**config.mk**
```make
export PLATFORM = sky130hd
export DESIGN_NAME = pipe_stage_skid
export DESIGN_NICKNAME = d
export VERILOG_FILES = /design/src/rtl/pipe_pkg.sv /design/src/rtl/pipe_entry.sv /design/src/rtl/pipe_stage_skid.sv
export SDC_FILE = /design/constraint.sdc
export NUM_CORES = 1
export LEC_CHECK = 0
export ABC_AREA = 1
export CAP_MARGIN = 5
export CORE_ASPECT_RATIO = 1.5
export CORE_MARGIN = 4
export CORE_UTILIZATION = 50
export CTS_BUF_LIST = sky130_fd_sc_hd__clkbuf_4 sky130_fd_sc_hd__clkbuf_8
export DETAILED_ROUTE_END_ITERATION = 7
export PLACE_DENSITY = 0.8
export SKIP_LAST_GASP = 1
export SLEW_MARGIN = 20
export SYNTH_ARGS = -nofsm -noshare
export SYNTH_HDL_FRONTEND = slang
export SYNTH_HIERARCHICAL = 1
export SYNTH_SLANG_ARGS = --single-unit
```
**constraint.sdc**
```tcl
create_clock -name clk -period 5.2 [get_ports clk]
set_input_delay 0.78 -clock clk [delete_from_list [all_inputs] [get_ports clk]]
set_output_delay 0.78 -clock clk [all_outputs]
set_load 0.005 [all_outputs]
```
**src/rtl/pipe_pkg.sv**
```systemverilog
`timescale 1ns/1ps
// Shared types and constants for the generic pipeline stage register.
// No logic here; state encoding and the control-bundle bit layout.
// Instantiators pack their control fields with the CTRL_* indices below.
package pipe_pkg;

  // Stage occupancy: nothing held / main entry only / main plus skid entry.
  typedef enum logic [1:0] {
    ST_EMPTY = 2'd0,
    ST_FULL  = 2'd1,
    ST_SKID  = 2'd2
  } state_e;

  // Control bundle bit positions.
  localparam int CTRL_MEM_READ    = 0;
  localparam int CTRL_MEM_WRITE   = 1;
  localparam int CTRL_MASK_MODE_L = 2;
  localparam int CTRL_MASK_MODE_H = 3;
  localparam int CTRL_SEXT        = 4;
  localparam int CTRL_TO_REG      = 5;
  localparam int CTRL_REG_WRITE   = 6;

  // Width needed to carry every field above; narrower instantiations drop the top bits.
  localparam int CTRL_BUNDLE_W = 7;

  // Control value presented by bubbles: every enable deasserted.
  localparam logic [CTRL_BUNDLE_W-1:0] CTRL_FLUSH_DEF = '0;

endpackage

```
**src/rtl/pipe_entry.sv**
```systemverilog
`timescale 1ns/1ps
// One stage entry: payload + control register with load enable.
// Latency: 1 cycle from load to q outputs.
// No handshake of its own; flush clears control and wins over load, payload keeps its value.
module pipe_entry #(
  parameter int                DATA_W         = 32,
  parameter int                CTRL_W         = 6,
  parameter logic [CTRL_W-1:0] CTRL_FLUSH_VAL = '0
) (
  input  logic              clk,
  input  logic              rst_n,
  input  logic              flush,
  input  logic              load,
  input  logic [DATA_W-1:0] d_data,
  input  logic [CTRL_W-1:0] d_ctrl,
  output logic [DATA_W-1:0] q_data,
  output logic [CTRL_W-1:0] q_ctrl
);

  logic [DATA_W-1:0] data_q, data_d;
  logic [CTRL_W-1:0] ctrl_q, ctrl_d;

  // Next value: flush only scrubs control, payload is don't-care while invalid.
  always_comb begin
    data_d = data_q;
    ctrl_d = ctrl_q;
    if (flush) begin
      ctrl_d = CTRL_FLUSH_VAL;
    end else if (load) begin
      data_d = d_data;
      ctrl_d = d_ctrl;
    end
  end

  // Entry registers with asynchronous reset to the bubble value.
  always_ff @(posedge clk or negedge rst_n) begin
    if (!rst_n) begin
      data_q <= '0;
      ctrl_q <= CTRL_FLUSH_VAL;
    end else begin
      data_q <= data_d;
      ctrl_q <= ctrl_d;
    end
  end

  assign q_data = data_q;
  assign q_ctrl = ctrl_q;

endmodule

```
**src/rtl/pipe_stage_skid.sv**
```systemverilog
`timescale 1ns/1ps
// Pipeline stage register with valid/ready handshake and optional 2-entry skid buffer.
// Latency: 1 cycle in->out, 1 beat/cycle sustained while out_ready is high.
// Backpressure: SKID=1 absorbs one extra beat, in_ready registered; SKID=0 in_ready follows out_ready.
module pipe_stage_skid
  import pipe_pkg::*;
#(
  parameter int                DATA_W         = 32,
  parameter int                CTRL_W         = 6,
  parameter logic [CTRL_W-1:0] CTRL_FLUSH_VAL = CTRL_W'(CTRL_FLUSH_DEF),
  parameter int                SKID           = 1
) (
  input  logic              clk,
  input  logic              reset,
  input  logic              flush,
  input  logic              in_valid,
  output logic              in_ready,
  input  logic [DATA_W-1:0] in_data,
  input  logic [CTRL_W-1:0] in_ctrl,
  output logic              out_valid,
  input  logic              out_ready,
  output logic [DATA_W-1:0] out_data,
  output logic [CTRL_W-1:0] out_ctrl,
  output logic [1:0]        occupancy
);

  state_e            state_q, state_d;
  logic              in_xfer, out_xfer;
  logic              main_load, main_from_skid, skid_load;
  logic [DATA_W-1:0] main_data, skid_data, main_d_data;
  logic [CTRL_W-1:0] main_ctrl, skid_ctrl, main_d_ctrl;

  // Handshake and output view; bubbles never expose a stale control word.
  always_comb begin
    out_valid = (state_q != ST_EMPTY);
    if (SKID != 0) begin
      in_ready = (state_q != ST_SKID);
    end else begin
      in_ready = (state_q == ST_EMPTY) | out_ready;
    end
    in_xfer  = in_valid & in_ready;
    out_xfer = out_valid & out_ready;
    out_data = main_data;
    out_ctrl = out_valid ? main_ctrl : CTRL_FLUSH_VAL;
    case (state_q)
      ST_FULL: occupancy = 2'd1;
      ST_SKID: occupancy = 2'd2;
      default: occupancy = 2'd0;
    endcase
  end

  // Next state and entry load controls; flush drops everything younger than the departing head.
  always_comb begin
    state_d        = state_q;
    main_load      = 1'b0;
    main_from_skid = 1'b0;
    skid_load      = 1'b0;
    if (flush) begin
      state_d = ST_EMPTY;
    end else begin
      case (state_q)
        ST_EMPTY: begin
          if (in_xfer) begin
            state_d   = ST_FULL;
            main_load = 1'b1;
          end
        end
        ST_FULL: begin
          if (in_xfer && out_xfer) begin
            main_load = 1'b1;
          end else if (in_xfer) begin
            // Only reachable with a skid entry: without one in_ready tracks out_ready here.
            if (SKID != 0) begin
              state_d   = ST_SKID;
              skid_load = 1'b1;
            end
          end else if (out_xfer) begin
            state_d = ST_EMPTY;
          end
        end
        ST_SKID: begin
          if (out_ready) begin
            state_d        = ST_FULL;
            main_load      = 1'b1;
            main_from_skid = 1'b1;
          end
        end
        default: state_d = ST_EMPTY;
      endcase
    end
  end

  // Main entry refills from the skid entry when draining the second beat.
  always_comb begin
    main_d_data = main_from_skid ? skid_data : in_data;
    main_d_ctrl = main_from_skid ? skid_ctrl : in_ctrl;
  end

  // State register.
  always_ff @(posedge clk or negedge reset) begin
    if (!reset) begin
      state_q <= ST_EMPTY;
    end else begin
      state_q <= state_d;
    end
  end

  pipe_entry #(
    .DATA_W         (DATA_W),
    .CTRL_W         (CTRL_W),
    .CTRL_FLUSH_VAL (CTRL_FLUSH_VAL)
  ) u_main (
    .clk    (clk),
    .rst_n  (reset),
    .flush  (flush),
    .load   (main_load),
    .d_data (main_d_data),
    .d_ctrl (main_d_ctrl),
    .q_data (main_data),
    .q_ctrl (main_ctrl)
  );

  if (SKID != 0) begin : g_skid
    pipe_entry #(
      .DATA_W         (DATA_W),
      .CTRL_W         (CTRL_W),
      .CTRL_FLUSH_VAL (CTRL_FLUSH_VAL)
    ) u_skid (
      .clk    (clk),
      .rst_n  (reset),
      .flush  (flush),
      .load   (skid_load),
      .d_data (in_data),
      .d_ctrl (in_ctrl),
      .q_data (skid_data),
      .q_ctrl (skid_ctrl)
    );
  end else begin : g_no_skid
    assign skid_data = '0;
    assign skid_ctrl = CTRL_FLUSH_VAL;
  end

endmodule

```
==> results.toml, run 1 <==
[outcome]
outcome = "completed"

[clocking]
cts_max_level = 3
cts-buffers-inserted = 9
clk_pin_slew_ps = 70
root_buffer = "clkbuf_8"
cts_resized = 0
cts_tree = "built"
clock_latency_ps = 340
hold_buffers = 0
post_cts_buffers = 0
clockBufferDepth = 2
cts_sinks = 78

[global_routing]
grt_overflow = 0
grt_pass1_vias = 3246
antenna_found_initial = 0
grtUsageTotal_pct = 20.7
grt_max_degree = 79
grt_pass1_wl_um = 14700

[critical_path]
setup.worst_path.end = "g_skid.u_skid/q_data[19]$_DFFE_PN0P_"
cp-start-kind = "input port"
critPathMaxFanout = 40
critPathCaptureType = "flip-flop"
r2r_start = "state_q[1]$_DFFE_PN0P_"
worstSetupPathType = "in2reg"
required_ps = 5420
cp.arrival_ps = 3710
ff2ff_path_depth = 6
startpoint = "flush"
reg2reg_to = "g_skid.u_skid/q_data[19]$_DFFE_PN0P_"
r2r_setup_slack_ps = 1900

[cells_and_area]
nets = 610
drive_gt1_share_pct = 4.55
final_common_cell = "nand2_1"
layout_common_cells = "200 x nand2_1, 83 x clkdlybuf4s50_1, 79 x nand3_1"
area_growth_pct = 27.4
antenna_cells = 0
final_cells = 672

[timing]
post-route-period-util_pct = 66.9
max_freq_ghz = 0.287
slew_viol_final = 0
finalCriticalPeriod_ps = 3480
tns_ps = 0
worst_slew_pin_slew_ps = 1120
finClkSkew_ps = 6.20
rsz0062_at_grt = "no"
setup_viol = 0
relSlewSlack_pct = 25.5
hold_violations = 0

[place]
port_buffers = 84
place_inst = 656
place.gp.congestion = 0.792
dp_hpwl_um = 5660

[job]
cap_violations = 0

[die]
fp-row-count = 38
dieArea_um2 = 8990
die_width_um = 78.7
io_pins = 85
die_height_um = 114
initial_core_util_pct = 51.6
core_area_um2 = 7270

[logic_synthesis]
syn_nets = 541
synth.avg_cell_area_um2 = 7.54
yosys.cell_types.count = 17
ys_ff_latch = 78
yosysWarnings = 6
syn_inst = 498
synth_area_um2 = 3750
synth_seq_area_share_pct = 52.0

[power]
p_leak_nw = 2.47
ir_drop_v = 0.000246
p_per_area_nw_per_um2 = 389

[hold_path]
hold_class = "reg2reg"

[routing]
vias_per_cell = 5.08
vias = 3414
drt_iter0_markers = 301
wl_per_cell_um = 13.2
wirelength_um = 8870
ant_nets = 0
drc_errors = 0
drt-pass1-iter-count = 5
-- where the power goes --
part / total [mW] / switching (mW) / internal [mW]
Sequential: 0.910 / 0.110 / 0.800
Combinational: 0.505 / 0.244 / 0.261
Clock: 0.445 / 0.220 / 0.225
Total: 1.86 / 0.574 / 1.29
-- how the worst min path moves through the flow --
stage | start | to | slack (ps) | cells after the start
after global routing | g_skid.u_skid/q_data[30]$_DFFE_PN0P_ | g_skid.u_skid/q_data[30]$_DFFE_PN0P_ | 490 | 2
after global placement | g_skid.u_skid/q_data[9]$_DFFE_PN0P_ | g_skid.u_skid/q_data[9]$_DFFE_PN0P_ | 450 | 2
final | u_main/q_data[19]$_DFFE_PN0P_ | u_main/q_data[19]$_DFFE_PN0P_ | 470 | 2
after floorplan | g_skid.u_skid/q_ctrl[0]$_DFFE_PN0P_ | g_skid.u_skid/q_ctrl[0]$_DFFE_PN0P_ | 440 | 2
after CTS | g_skid.u_skid/q_data[18]$_DFFE_PN0P_ | g_skid.u_skid/q_data[18]$_DFFE_PN0P_ | 480 | 2
after detailed placement | g_skid.u_skid/q_ctrl[4]$_DFFE_PN0P_ | g_skid.u_skid/q_ctrl[4]$_DFFE_PN0P_ | 460 | 2
-- final cells by class --
cell class,count,area [um^2]
clock buffers,10,131
clock inverters,6,62.6
fillers,639,2490
inverters,53,199
multi-input cells,337,1440
flip-flops and latches,78,1950
well taps,100,125
repair buffers,88,868
-- through the flow --
| stage | cell area [um^2] | power [mW] | setup slack (ps) | hold slack [ps] | util [%] |
|---|---|---|---|---|---|
| finish | 4780 | 1.86 | 1720 | 472 | 65.7 |
| global route | 4780 | 1.99 | 1460 | 495 | 65.7 |
| CTS | 4780 | 1.88 | 1760 | 477 | 65.7 |
| detailed placement | 4580 | 1.43 | 1420 | 458 | 63.0 |
| global placement | 4580 | 1.40 | 1530 | 453 | 63.0 |
| floorplan | 3750 | 1.16 | 3160 | 442 | - |
-- cell usage after synthesis --
library cell / count / area share, %
nand2_1: 201 / 20
nand3_1: 79 / 11
dfrtp_1: 78 / 52
inv_1: 53 / 5.3
o21ai_1: 30 / 4.0
nor2_1: 14 / 1.4
buf_2: 12 / 1.6
o21ai_0: 9 / 1.2
buf_1: 4 / 0.40
buf_4: 4 / 0.80
buf_6: 4 / 1.2
clkbuf_1: 4 / 0.40
clkbuf_2: 2 / 0.27
a22oi_1: 1 / 0.20
nand3_2: 1 / 0.27
nand4_1: 1 / 0.17
nor2_2: 1 / 0.17
-- layer usage --
layer	global-route usage [%]	routed length [um]
met1	25.8	3580
met2	35.1	4570
met3	3.86	498
met4	8.75	212
met5	0	0
-- cells by family after synthesis --
group,after synthesis,share of synthesized area (%)
AOI/OAI and AO/OA,40,5.40
buffers and inverters,83,9.97
DFF,78,52.0
and+or+nand+nor,297,32.6
-- flip-flops by register name, summed over array words and instances (netlist names) --
name                  count
g_skid.u_skid/q_ctrl      6
g_skid.u_skid/q_data     32
state_q                   2
u_main/q_ctrl             6
u_main/q_data            32
-- worst max-delay path: stages --
cell and delay, ps:
clkdlybuf4s50_1 530, nor2_1 240, nand2_1 130, nor2_4 730, nand2_1 930, nand2_1 270, nand2_1 80
Note: power is estimated with default switching activity, not from simulation.
==> run 2, diff against run 1 <==
==> constraint.sdc (replaced) <==
create_clock -name clk -period 3.3 [get_ports clk]
set_input_delay 0.495 -clock clk [delete_from_list [all_inputs] [get_ports clk]]
set_output_delay 0.495 -clock clk [all_outputs]
set_load 0.005 [all_outputs]
==> run 2 against run 1 <==
Compared with the run above: design area rose by 0.84%; critical path type unchanged; highest routed layer unchanged; cell count rose by 0.45%; via count fell by 1.4%; global-route usage rose by 0.79 points; largest cell class unchanged; power rose by 61%; clock-buffer cell count did not move; largest power group unchanged.
==> results.toml, run 2 (synthesis gave the netlist of run 1 again) <==
[critical_path]
path_delay_family = "simple AND/OR/NAND/NOR gates"
path_buf_inv = 2
crit_cells = 8
cpMostUsedCell = "nand2_1"
ff2ff_path_depth = 7
path_cells = "clkdlybuf4s50_1 -> nor2_2 -> nand3_2 -> a22oi_2 -> nand2_1 -> buf_4 -> nand2_1 -> nand2_1"
critPathCaptureType = "flip-flop"
required_ps = 3540
critPathMaxStageDelay_ps = 540
critPathMaxFanout = 32
cp.arrival_ps = 2750
cp-start-kind = "input port"
worstSetupPathType = "in2reg"
crit_slowest_cell = "clkdlybuf4s50_1"

[routing]
wl_per_cell_um = 13.1
ant_nets = 0
drc_errors = 0
drt_iter0_markers = 372
drt-pass1-iter-count = 4
vias_per_cell = 4.99
vias = 3365
wirelength_um = 8810

[die]
dieArea_um2 = 8990
die_height_um = 114
initial_core_util_pct = 51.6
core_area_um2 = 7270
io_pins = 85
fp-row-count = 38
die_width_um = 78.7

[power]
p_per_area_nw_per_um2 = 621
power_mw = 3.00
p_leak_nw = 2.51
ir_drop_v = 0.000281

[global_routing]
grt_pass1_wl_um = 15000
antenna_found_initial = 0
use_met3_pct = 5.20
grtUsageMet1_pct = 26.7
grtUsageTotal_pct = 21.5
grt_overflow = 0
grt_use_met2_pct = 35.9
grt_max_degree = 79
grt_busiest_layer = "met2"
grt_pass1_vias = 3174

[place]
place.gp.congestion = 0.860
dp_hpwl_um = 5900
placed_area_um2 = 4610
place_inst = 660
pre_cts_ws_ps = 437
port_buffers = 84

[timing]
finalCriticalPeriod_ps = 2500
max_freq_ghz = 0.399
tns_ps = 0
rsz0062_at_grt = "no"
hold_violations = 0
finClkSkew_ps = 5.45
post-route-period-util_pct = 75.9
setup_viol = 0
relSlewSlack_pct = 35.0
worst_slew_pin_slew_ps = 974
slew_viol_final = 0
timing.final.ws_setup_ps = 796

[hold_path]
hold_class = "in2async"

[cells_and_area]
final_common_cell = "nand2_1"
area_growth_pct = 28.4
final_cells = 675
drive_gt1_share_pct = 4.87
finalInstanceArea_um2 = 4820
n_fill_cell = 647
nets = 614
antenna_cells = 0
layout_common_cells = "201 x nand2_1, 83 x clkdlybuf4s50_1, 79 x nand3_1"

[clocking]
post_cts_buffers = 0
clock_latency_ps = 350
clk_pin_slew_ps = 80
clockBufferDepth = 2
cts_sinks = 78
hold_buffers = 0
cts_tree = "built"
cts-buffers-inserted = 9
cts_max_level = 3
cts_resized = 0
root_buffer = "clkbuf_8"

[outcome]
outcome = "completed"

[job]
cap_violations = 0
==> run 2: cell types whose count changed in the layout (fill, tap and decap cells not counted), sizes merged <==
cell	delta
clkinvlp	-3
buf	+4
bufinv	+1
clkinv	+1
==> run 2: final timing paths <==
path                                                      startpoint  slack, ps                                    to
min in group clk                g_skid.u_skid/q_data[31]$_DFFE_PN0P_        470  g_skid.u_skid/q_data[31]$_DFFE_PN0P_
worst max register to register                state_q[0]$_DFFE_PN0P_       1070         u_main/q_data[23]$_DFFE_PN0P_
worst min-delay path                                           reset        290          u_main/q_ctrl[0]$_DFFE_PN0P_
worst max-delay path                                           flush        800         u_main/q_data[23]$_DFFE_PN0P_
worst min register to register  g_skid.u_skid/q_data[31]$_DFFE_PN0P_        470  g_skid.u_skid/q_data[31]$_DFFE_PN0P_
max in group asynchronous                                      reset       2380  g_skid.u_skid/q_data[29]$_DFFE_PN0P_
==> run 2: layer usage <==
metal / vias up / share of wire, %
met5: - / 0
met4: 0 / 2.2
met3: 14 / 4.8
met2: 100 / 53
met1: 1551 / 40
li1: 1700 / -
==> run 2: power breakdown <==
group | internal (mW) | switching, mW | total [mW]
Combinational | 0.417 | 0.384 | 0.801
Clock | 0.426 | 0.334 | 0.761
Sequential | 1.26 | 0.173 | 1.43
==> run 2: worst reg2reg max path, cell delays in order, from the launching register on <==
cell     delay, ps
dfrtp_1        460
nor2_2         190
nand3_2        420
a22oi_2        530
nand2_1        100
buf_4          240
nand2_1        140
nand2_1         50
==> run 2: area by class of cell <==
type	count	area [um^2]	area share, %
Timing Repair Buffer	92	898	18.6
Clock buffer	10	131	2.73
Inverter	53	199	4.13
Multi-Input combinational cell	337	1440	29.9
Tap cell	100	125	2.60
Clock inverter	5	75.1	1.56
Sequential cell	78	1950	40.5
==> run 2: metrics by stage <==
stage	utilization (%)	hold slack (ps)
after floorplan	-	199
after global placement	63.4	453
after detailed placement	63.4	458
after CTS	66.3	323
after global routing	66.3	346
final	66.3	288
